`config.mk`:
```
export PLATFORM = sky130hd
export DESIGN_NAME = riscv_ex3_stage
export DESIGN_NICKNAME = d
export VERILOG_FILES = /design/src/rtl/riscv_pkg.sv /design/src/rtl/riscv_skid_buf.sv /design/src/rtl/riscv_ex3_stage.sv
export SDC_FILE = /design/constraint.sdc
export NUM_CORES = 1
export LEC_CHECK = 0
export BUFFER_PORTS_ARGS = -buffer_cell sky130_fd_sc_hd__buf_2
export CAP_MARGIN = 20
export CORE_ASPECT_RATIO = 1.5
export CORE_MARGIN = 1
export CORE_UTILIZATION = 57
export DETAILED_ROUTE_END_ITERATION = 12
export PLACE_DENSITY_LB_ADDON = 0.1
export RECOVER_POWER = 100
export SLEW_MARGIN = 20
export SYNTH_ARGS = -nofsm -noshare
export SYNTH_HDL_FRONTEND = slang
export SYNTH_SLANG_ARGS = --single-unit
```
`constraint.sdc`:
```
create_clock -name clk -period 7.8 [get_ports clk]
set_clock_uncertainty 0.15 [all_clocks]
set_input_delay 0 -clock clk [delete_from_list [all_inputs] [get_ports clk]]
set_output_delay 0 -clock clk [all_outputs]
set_load 0.02 [all_outputs]
```
`src/rtl/riscv_pkg.sv`:
```
// Shared types and constants for the EX pipeline stages.
package riscv_pkg;

  localparam int XLEN = 32;

  // ALU function codes carried in alu_op[2:0]
  typedef enum logic [2:0] {
    ALU_ADD = 3'd0,
    ALU_SUB = 3'd1,
    ALU_AND = 3'd2,
    ALU_OR  = 3'd3,
    ALU_XOR = 3'd4,
    ALU_SLL = 3'd5,
    ALU_SRL = 3'd6,
    ALU_SRA = 3'd7
  } alu_op_e;

  // Skid buffer occupancy, encoded as {skid_valid, out_valid}; 2'b10 is illegal
  typedef enum logic [1:0] {
    SB_EMPTY = 2'b00,
    SB_ONE   = 2'b01,
    SB_FULL  = 2'b11
  } skid_state_e;

  // Everything EX3 hands to EX4 besides the valid bit
  typedef struct packed {
    logic [XLEN-1:0] result;
    logic [4:0]      rd_addr;
    logic            zero;
    logic            neg;
  } ex3_payload_t;

endpackage

```
`src/rtl/riscv_skid_buf.sv`:
```
// Two-slot skid buffer with a registered ready, flush and a saturating
// stall counter. Reusable at any valid/ready pipeline boundary.
//
// Handshake: an input beat transfers on a clock edge where
// in_valid && in_ready; an output beat transfers on a clock edge where
// out_valid && out_ready. The upstream must hold in_data stable while
// in_valid && !in_ready. in_ready is a pure flop output.
module riscv_skid_buf
  import riscv_pkg::*;
#(
  parameter int W     = 8,
  parameter int CNT_W = 16
) (
  input  logic             clk,
  input  logic             rst,
  input  logic             in_valid,
  output logic             in_ready,
  input  logic [W-1:0]     in_data,
  input  logic             flush,
  input  logic             out_ready,
  output logic             out_valid,
  output logic [W-1:0]     out_data,
  output logic [CNT_W-1:0] stall_cnt,
  output skid_state_e      state
);

  logic [W-1:0] skid_data;
  logic         accept;
  logic         drain;

  assign out_valid = state[0];
  assign accept    = in_valid && in_ready;
  assign drain     = out_valid && out_ready;

  // Occupancy FSM; ready for next cycle is the inverse of next skid_valid
  always_ff @(posedge clk or posedge rst) begin
    if (rst) begin
      state    <= SB_EMPTY;
      in_ready <= 1'b1;
    end else if (flush) begin
      state    <= SB_EMPTY;
      in_ready <= 1'b1;
    end else begin
      case (state)
        SB_EMPTY: begin
          if (accept) state <= SB_ONE;
        end
        SB_ONE: begin
          if (accept && !drain) begin
            state    <= SB_FULL;
            in_ready <= 1'b0;
          end else if (!accept && drain) begin
            state <= SB_EMPTY;
          end
        end
        SB_FULL: begin
          // in_ready is low here, so only a drain can happen
          if (drain) begin
            state    <= SB_ONE;
            in_ready <= 1'b1;
          end
        end
        default: begin
          state    <= SB_EMPTY;
          in_ready <= 1'b1;
        end
      endcase
    end
  end

  // Payload slots; contents are meaningless while the matching valid is low
  always_ff @(posedge clk) begin
    if (state == SB_FULL) begin
      if (drain) out_data <= skid_data;
    end else if (accept) begin
      if (!out_valid || drain) out_data  <= in_data;
      else                     skid_data <= in_data;
    end
  end

  // Count back-pressured cycles, saturating; flush leaves it alone
  always_ff @(posedge clk or posedge rst) begin
    if (rst) begin
      stall_cnt <= '0;
    end else if (out_valid && !out_ready && (stall_cnt != {CNT_W{1'b1}})) begin
      stall_cnt <= stall_cnt + 1'b1;
    end
  end

endmodule

```
`src/rtl/riscv_ex3_stage.sv`:
```
// EX3: second cycle of the ALU. Finishes shifts, derives zero/neg flags
// and presents a registered, back-pressurable result to EX4.
module riscv_ex3_stage
  import riscv_pkg::*;
#(
  // Must match riscv_pkg::XLEN, which sizes the payload struct
  parameter int XLEN        = riscv_pkg::XLEN,
  parameter int STALL_CNT_W = 16
) (
  input  logic                   clk,
  input  logic                   rst,
  input  logic [XLEN-1:0]        ex2_alu_in1,
  input  logic [XLEN-1:0]        ex2_alu_in2,
  input  logic [XLEN-1:0]        ex2_alu_partial,
  input  logic [3:0]             ex2_alu_op,
  input  logic [4:0]             ex2_rd_addr,
  input  logic                   ex2_valid,
  output logic                   ex3_ready,
  input  logic                   ex3_flush,
  input  logic                   ex4_ready,
  output logic [XLEN-1:0]        ex3_result,
  output logic [4:0]             ex3_rd_addr,
  output logic                   ex3_zero,
  output logic                   ex3_neg,
  output logic                   ex3_valid,
  output logic [STALL_CNT_W-1:0] ex3_stall_cnt
);

  localparam int PW = $bits(ex3_payload_t);

  alu_op_e      op;
  logic [4:0]   shamt;
  logic [XLEN-1:0] result;
  ex3_payload_t in_payload;
  ex3_payload_t out_payload;
  skid_state_e  dbg_skid_state;
  logic         unused_bits;

  assign op    = alu_op_e'(ex2_alu_op[2:0]);
  assign shamt = ex2_alu_in2[4:0];

  // Finish shifts; all other ops were completed by EX2
  always_comb begin
    result = ex2_alu_partial;
    case (op)
      ALU_SLL: result = ex2_alu_in1 << shamt;
      ALU_SRL: result = ex2_alu_in1 >> shamt;
      ALU_SRA: result = $signed(ex2_alu_in1) >>> shamt;
      default: result = ex2_alu_partial;
    endcase
  end

  // Flags come from the final result so EX4 never recomputes them
  always_comb begin
    in_payload.result  = result;
    in_payload.rd_addr = ex2_rd_addr;
    in_payload.zero    = (result == '0);
    in_payload.neg     = result[XLEN-1];
  end

  // imm-select and upper shift bits are informational at this stage
  assign unused_bits = ^{ex2_alu_op[3], ex2_alu_in2[XLEN-1:5], dbg_skid_state};

  riscv_skid_buf #(
    .W     (PW),
    .CNT_W (STALL_CNT_W)
  ) u_skid (
    .clk       (clk),
    .rst       (rst),
    .in_valid  (ex2_valid),
    .in_ready  (ex3_ready),
    .in_data   (in_payload),
    .flush     (ex3_flush),
    .out_ready (ex4_ready),
    .out_valid (ex3_valid),
    .out_data  (out_payload),
    .stall_cnt (ex3_stall_cnt),
    .state     (dbg_skid_state)
  );

  assign ex3_result  = out_payload.result;
  assign ex3_rd_addr = out_payload.rd_addr;
  assign ex3_zero    = out_payload.zero;
  assign ex3_neg     = out_payload.neg;

endmodule

```
==> Implementation_results.wiki, run 1 <==
{| class="wikitable"
! Metric !! Value
|-
| Proportion of layout cells with a drive suffix above 1 || 0.2158
|-
| Power density over cell area || 189.8 nW/um^2
|-
| Die area || 15,140 sq um
|-
| Data arrival time of the critical path || 5.67 ns
|-
| DRT antenna net count || 0
|-
| Highest Clock Rate || 178.3 MHz
|-
| Mean Syn Cell Area || 9.831 sq um
|-
| Top cell type's share of synthesized area || 0.2734
|-
| Unique cell type count in the Yosys netlist || 80
|-
| Cell types occupying the most area after synthesis || sky130_fd_sc_hd__edfxtp_1 27%, sky130_fd_sc_hd__mux4_2 11%, sky130_fd_sc_hd__mux2_2 7.4%, sky130_fd_sc_hd__mux2i_1 7.0%, sky130_fd_sc_hd__dfrtp_1 5.4%
|-
| Biggest cell delay along the critical path || 1.69 ns
|-
| Worst r2r path cells || 4
|-
| Number of buffers added by the clock tree synthesis step || 9
|-
| Worst reg2reg path endpoint || u_skid.out_data[18]
|-
| Total stage count of the critical path || 10
|-
| Worst path slowest cell || sky130_fd_sc_hd__clkbuf_1
|-
| Max-Cap Viols || 4
|-
| Max-slew headroom || -0.6079
|-
| Setup repair after global routing missed its margin || no
|-
| Routed WL || 34.33 mm
|-
| Worst setup path startpoint || ex2_alu_in2[0]
|-
| Summed area of non-filler cells in the final layout || 9477 sq um
|-
| Critical path cell sequence || clkbuf_1 -> buf_4 -> mux4_2 -> mux2i_1 -> o2bb2ai_1 -> or4_1 -> nor4_2 -> nand4_1 -> nor4_1 -> mux2_1
|-
| Horizontal die dimension || 100.8 um
|-
| Global-route wire length before repair || 50.28 mm
|-
| Data required, critical path || 7.87 ns
|-
| Core footprint || 14,120 sq um
|-
| Post-synthesis register bit count || 95
|-
| Minimum clock period || 5.608 ns
|-
| Total number of nets in the final design || 1,075
|-
| Max Buffers Root-to-Sink || 2
|-
| IO Pins || 167
|-
| P_leak || 0.003492 uW
|-
| FF-to-FF setup slack || 3.02 ns
|-
| Post-synthesis share of cell area spent on xor and xnor gates || 0.01574
|-
| Failing checks || max-capacitance violations, max-slew violations
|-
| Number of enable flip-flop cells after synthesis || 76
|-
| Worst Path Buf+Inv || 2
|-
| Top FF cell, synth || sky130_fd_sc_hd__edfxtp_1
|-
| Setup-violating endpoint count in the final report || 0
|-
| Clock Root Buffer || sky130_fd_sc_hd__clkbuf_16
|-
| Mux share of post-synthesis cell area || 0.2620
|-
| Capturing instance or port of the critical path || u_skid.out_data[1]
|-
| Share of synthesized area occupied by flip-flops and latches || 0.3305
|-
| Area share of fa/ha/maj cells after synthesis || 0.008994
|-
| Initial drt markers || 1,086
|-
| Number of hold-slack violations in the final timing report || 0
|-
| Fill cell instance count of the final layout || 1,126
|-
| Per-cell routed wire length || 29.70 um
|-
| Startpoint of the worst-slack reg-to-reg timing path || u_skid.state[0]
|-
| Maximum fanout count along the critical path || 64
|-
| Crit-path leading delay family || buffers and inverters
|-
| Largest family of logic cells by synthesized area || multiplexers
|-
| Synth Cell Area || 8347 sq um
|-
| Number of global-route vias before repair || 8,372
|-
| Synthesis Warnings || 0
|-
| Clock insertion delay at the later pin of the skew report || 0.35 ns
|-
| FF/Latch Area || 2759 sq um
|-
| Pin count of the biggest net entering global routing || 65
|-
| FFs w/ async S/R, synth || 0.2000
|-
| Via count of the routed design || 8,544
|-
| Initial Utilization || 0.5909
|-
| Summed negative setup slack over all endpoints || 0 ns
|-
| Worst setup SP type || primary input
|-
| Number of gates resized after cts || 0
|-
| Number of antenna violations at the first check in global routing || 0
|-
| Number of H-tree levels || 3
|-
| Die outline height || 150.2 um
|-
| Final Max Slew Viols || 157
|-
| Placer Congestion || 1.077
|-
| Synthesized-area fraction occupied by ao, oa, aoi and oai cells || 0.1802
|-
| Area of placed instances || 9079 sq um
|-
| Total congestion overflow || 0
|-
| Number of nets in the synthesized netlist || 965
|-
| Antenna cells || 0
|-
| P&R area growth vs syn || 13.54%
|-
| Nature of the critical path endpoint || flop
|-
| Worst IR Drop VDD || 0.1574 mV
|-
| Period utilisation layout || 0.7190
|-
| Row count || 53
|-
| Number of buffers inserted to repair setup after CTS || 0
|-
| Number of instances in the synthesized netlist || 849
|-
| Area of combinational cells with multiple inputs || 5206 sq um
|-
| Simple-gate area share of the yosys netlist || 0.1571
|-
| Slew at the pin closest to its max-slew limit || 2.412 ns
|-
| Combined global-route utilization of all metal layers || 0.4579
|-
| Via count normalized by instance count || 7.391
|-
| Clock tree from TritonCTS || done
|-
| Run status || finished with violations
|-
| Critical path type || primary input to flop
|-
| Cell taking the most area after synthesis || sky130_fd_sc_hd__edfxtp_1
|-
| Drt first pass iters || 5
|-
| Estimated wirelength of the detail-placed design || 25.22 mm
|-
| Number of sinks driven by the clock tree || 95
|-
| Classification of the worst-slack hold path || primary input to flop
|-
| Number of DRC violations after detailed routing || 0
|-
| Count of port buffers added during placement || 138
|-
| Clock transition at the register clock pins on the worst setup and hold paths after CTS || 0.08 ns
|}
## sequential cells by signal, indices dropped and copies added (netlist names)
signal,flops
u_skid.state,2
u_skid.stall_cnt,16
u_skid.skid_data,38
u_skid.out_data,38
u_skid.in_ready,1
## worst min-delay path by stage
stage / start / endpoint / cells past startpoint
after detailed placement: rst / u_skid.stall_cnt[15] / 2
after global routing: ex2_alu_partial[27] / u_skid.skid_data[34] / 3
after global placement: rst / u_skid.state[0] / 2
final: ex2_alu_partial[27] / u_skid.skid_data[34] / 3
after CTS: ex2_alu_partial[16] / u_skid.skid_data[23] / 3
after floorplan: rst / u_skid.stall_cnt[0] / 1
## cells by family (layout without fill, tap and decap cells)
group / count (synthesis) / count (layout)
simple gates: 273 / 273
compound gates: 216 / 216
mux: 158 / 158
flops: 95 / 95
buf+inv: 86 / 201
xor+xnor: 15 / 15
fa+ha+maj: 6 / 6
## worst register-to-register path: cells and delay by family, from the launching register on
family	cells	cell delay, ns
simple gates	1	0.81
flops	1	0.44
compound gates	1	0.20
buf+inv	1	1.27
fa+ha+maj	1	1.50
## layout make-up
cell class              count  share of cell area
well taps                 192             0.02535
flip-flops and latches     95              0.2911
multi-input cells         668              0.5494
inverters                  11            0.004357
clock buffers               9             0.02377
repair buffers            174             0.09783
clock inverters             7            0.008186
## per-layer routing
layer  track usage  part of all wire  up-vias
met2        0.7661              0.48      749
met5             0                 0        -
li1              -                 -     3548
met1        0.4991              0.33     4042
met4        0.3739             0.093        0
met3       0.09146             0.094      205
## metrics by stage
| stage | utilization | setup WS [ns] | instances | total power, uW | hold slack [ns] |
|---|---|---|---|---|---|
| 6_report | 0.6709 | 2.192 | 1156 | 1799 | 0.03415 |
| 5_1_grt | 0.6709 | 2.001 | 1156 | 1851 | 0.03489 |
| 4_1_cts | 0.6784 | 3.775 | 1155 | 1779 | 0.003900 |
| 3_5_place_dp | 0.6428 | 3.436 | 1119 | 1328 | -0.01248 |
| 3_3_place_gp | 0.6428 | 3.565 | 1119 | 1288 | -0.04060 |
| 2_1_floorplan | - | 2.223 | 849 | 1100 | -0.1996 |
## power by group
part	internal [uW]	leakage, uW	switching (uW)
Combinational	215	0.00237	434
Sequential	650	0.000970	46.4
Clock	253	0.000149	201
## synth_stat cells, types with 10 or more instances
library cell               instances
sky130_fd_sc_hd__clkbuf_1         43
sky130_fd_sc_hd__mux2i_1          58
sky130_fd_sc_hd__a211oi_1         12
sky130_fd_sc_hd__nand3_1          24
sky130_fd_sc_hd__mux2_2           55
sky130_fd_sc_hd__and2_1           11
sky130_fd_sc_hd__nor2_1           69
sky130_fd_sc_hd__o21ai_0          35
sky130_fd_sc_hd__nor2b_1          10
sky130_fd_sc_hd__o22ai_1          18
sky130_fd_sc_hd__a31oi_1          12
sky130_fd_sc_hd__a21oi_1          37
sky130_fd_sc_hd__buf_2            18
sky130_fd_sc_hd__mux4_2           42
sky130_fd_sc_hd__nand2_1          90
sky130_fd_sc_hd__edfxtp_1         76
sky130_fd_sc_hd__nor3_1           15
sky130_fd_sc_hd__a22oi_1          11
sky130_fd_sc_hd__xnor2_1          10
sky130_fd_sc_hd__a221oi_1         10
sky130_fd_sc_hd__dfrtp_1          18
## cell usage in the layout (no fill, tap or decap), drive strengths merged, types with 20 or more instances in the layout
| cell | netlist | routed |
|---|---|---|
| edfxtp | 76 | 76 |
| mux4 | 42 | 42 |
| dlygate4sd3 | 0 | 20 |
| mux2i | 58 | 58 |
| mux2 | 58 | 58 |
| nand3 | 24 | 24 |
| clkbuf | 43 | 72 |
| nor2 | 69 | 69 |
| o21ai | 36 | 36 |
| a21oi | 37 | 37 |
| nand2 | 90 | 90 |
| buf | 32 | 91 |
## timing repair
item	4_1_cts	5_1_grt
endpoints found under the hold margin	46	0
setup endpoints to repair	0	0
hold buffers	20	0
No activity file was read; power rests on OpenSTA's default activity.
==> run 2, diff against run 1 <==
- clock period: 7.8 -> 5.3 ns (I/O delays scaled with it)
==> Implementation_results.wiki, run 2 (same netlist as run 1, synthesis figures left out) <==
{| class="wikitable"
! Metric !! Value
|-
| Worst Path Buf+Inv || 2
|-
| Number of cells on the worst hold path || 3
|-
| Fill cell instance count of the final layout || 1,154
|-
| Power density over cell area || 279.9 nW/um^2
|-
| Number of buffers added by the clock tree synthesis step || 9
|-
| P_leak || 0.003519 uW
|-
| Proportion of layout cells with a drive suffix above 1 || 0.2165
|-
| Combined global-route utilization of all metal layers || 0.4572
|-
| Total stage count of the critical path || 11
|-
| Initial Utilization || 0.5909
|-
| Period utilisation layout || 0.8268
|-
| Failing checks || negative hold slack, max-capacitance violations, max-slew violations
|-
| Pin count of the biggest net entering global routing || 72
|-
| Data required, critical path || 5.36 ns
|-
| Worst hold margin || -0.01158 ns
|-
| Worst IR Drop VDD || 0.1904 mV
|-
| Max Buffers Root-to-Sink || 2
|-
| Commonest cells after routing, fill and taps aside || 90 x sky130_fd_sc_hd__nand2_1, 76 x sky130_fd_sc_hd__edfxtp_1, 75 x sky130_fd_sc_hd__buf_2
|-
| Summed negative setup slack over all endpoints || 0 ns
|-
| Number of sinks driven by the clock tree || 95
|-
| Data arrival time of the critical path || 4.44 ns
|-
| Total congestion overflow || 0
|-
| Biggest regs || u_skid.out_data x38, u_skid.skid_data x38, u_skid.stall_cnt x16
|-
| Biggest cell delay along the critical path || 1.03 ns
|-
| Number of global-route vias before repair || 8,309
|-
| Die area || 15,140 sq um
|-
| Maximum fanout count along the critical path || 71
|-
| Worst r2r path cells || 3
|-
| Worst setup SP type || primary input
|-
| Clock insertion delay at the later pin of the skew report || 0.35 ns
|-
| Clock transition at the register clock pins on the worst setup and hold paths after CTS || 0.07 ns
|-
| Classification of the worst-slack hold path || primary input to flop
|-
| Highest Clock Rate || 228.2 MHz
|-
| Count of port buffers added during placement || 138
|-
| Number of DRC violations after detailed routing || 0
|-
| Max-Cap Viols || 2
|-
| P&R area growth vs syn || 14.45%
|-
| Critical path type || primary input to flop
|-
| Via count normalized by instance count || 7.394
|-
| Setup repair after global routing missed its margin || no
|-
| Final core area utilization || 0.6763
|-
| Die outline height || 150.2 um
|-
| Setup-violating endpoint count in the final report || 0
|-
| IO Pins || 167
|-
| Run status || finished with violations
|-
| Via count of the routed design || 8,599
|-
| Initial drt markers || 990
|-
| Minimum clock period || 4.382 ns
|-
| Crit-path leading delay family || buffers and inverters
|-
| DRT antenna net count || 0
|-
| Final Max Slew Viols || 88
|-
| Global-route wire length before repair || 49.98 mm
|-
| Placer Congestion || 1.083
|-
| Routed WL || 34.09 mm
|-
| Max-slew headroom || -0.4181
|-
| Per-cell routed wire length || 29.31 um
|-
| FF-to-FF setup slack || 1.25 ns
|-
| Critical path cell sequence || buf_4 -> clkbuf_1 -> mux4_2 -> nand2_1 -> o221ai_1 -> o221ai_1 -> nand3_1 -> nor4_2 -> nand4_1 -> nor4_2 -> mux2_1
|-
| Row count || 53
|-
| Estimated wirelength of the detail-placed design || 24.55 mm
|-
| Drt first pass iters || 6
|-
| Most frequent standard cell in the layout excluding fill and tap cells || sky130_fd_sc_hd__nand2_1
|-
| Number of gates resized after cts || 0
|-
| Worst path slowest cell || sky130_fd_sc_hd__clkbuf_1
|-
| Clock Root Buffer || sky130_fd_sc_hd__clkbuf_16
|-
| Horizontal die dimension || 100.8 um
|-
| Total power after layout || 2674 uW
|-
| Number of hold-slack violations in the final timing report || 1
|-
| Core footprint || 14,120 sq um
|-
| Number of antenna violations at the first check in global routing || 1
|-
| Nature of the critical path endpoint || flop
|-
| Number of H-tree levels || 3
|-
| Total number of nets in the final design || 1,081
|-
| Slew at the pin closest to its max-slew limit || 2.127 ns
|-
| Clock tree from TritonCTS || done
|}
==> run 2: changes by cell type in the layout (fill, tap and decap cells not counted), moves of 2 or more <==
| cell | previous run | this run |
|---|---|---|
| sky130_fd_sc_hd__clkbuf_1 | 63 | 66 |
| sky130_fd_sc_hd__buf_4 | 14 | 18 |
| sky130_fd_sc_hd__inv_6 | 3 | 1 |
| sky130_fd_sc_hd__clkinvlp_4 | 0 | 2 |
| sky130_fd_sc_hd__buf_2 | 77 | 75 |
| sky130_fd_sc_hd__and2_0 | 4 | 2 |
| sky130_fd_sc_hd__and2_1 | 8 | 10 |
==> run 2: path summary, 6_finish.rpt <==
kind	startpoint	endpoint
setup / recovery	ex2_alu_in2[0]	u_skid.out_data[1]
hold / removal	ex2_alu_partial[12]	u_skid.skid_data[19]
setup reg to reg	u_skid.state[0]	u_skid.skid_data[12]
hold reg to reg	u_skid.stall_cnt[8]	u_skid.stall_cnt[8]
max in group asynchronous	rst	u_skid.stall_cnt[0]
min in group asynchronous	rst	u_skid.stall_cnt[2]
==> run 2: per-layer routing <==
metal  wire length (um)  vias to the layer above  part of all wire  GRT usage
met3               3849                      240              0.11     0.1040
met4               3719                        0              0.11     0.4188
met1              10940                     3994              0.32     0.5009
met2              15590                      805              0.46     0.7305
li1                   -                     3560                 -          -
met5                  0                        -                 0   0.006993
==> run 2: what timing repair did <==
action | 4_1_cts | 5_1_grt
setup buffers | 0 | 0
hold buffers | 20 | 0
hold endpoints to repair | 48 | 0
==> run 2: worst min-delay path: stages <==
cell,delay [ns]
sky130_fd_sc_hd__buf_2,0.09
sky130_fd_sc_hd__o22ai_1,0.11
sky130_fd_sc_hd__nor2_1,0.15
==> run 2: area by class of cell <==
| type | instances | area, sq um | area share |
|---|---|---|---|
| multi-input cells | 668 | 5210 | 0.5454 |
| flip-flops and latches | 95 | 2759 | 0.2888 |
| repair buffers | 180 | 978.4 | 0.1024 |
| well taps | 192 | 240.2 | 0.02515 |
| clock buffers | 10 | 229.0 | 0.02397 |
| clock inverters | 6 | 92.59 | 0.009692 |
| inverters | 11 | 41.29 | 0.004322 |
| diodes | 1 | 2.502 | 0.0002620 |
==> run 2: power by group <==
group | switching, uW | internal [uW]
Combinational | 631 | 324
Sequential | 64.2 | 953
Clock | 286 | 416
Total | 981 | 1690
==> run 2: per-stage QoR <==
stage | std cells | worst slack, ns | hold WS (ns) | cell area, sq um
floorplan | 849 | 1.315 | -0.1996 | 8353
global placement | 1125 | 1.436 | -0.03999 | 9130
detailed placement | 1125 | 1.298 | -0.01581 | 9130
CTS | 1161 | 1.641 | 0.009900 | 9652
global route | 1163 | 0.6870 | 0.009438 | 9553
finish | 1163 | 0.9178 | -0.01158 | 9553
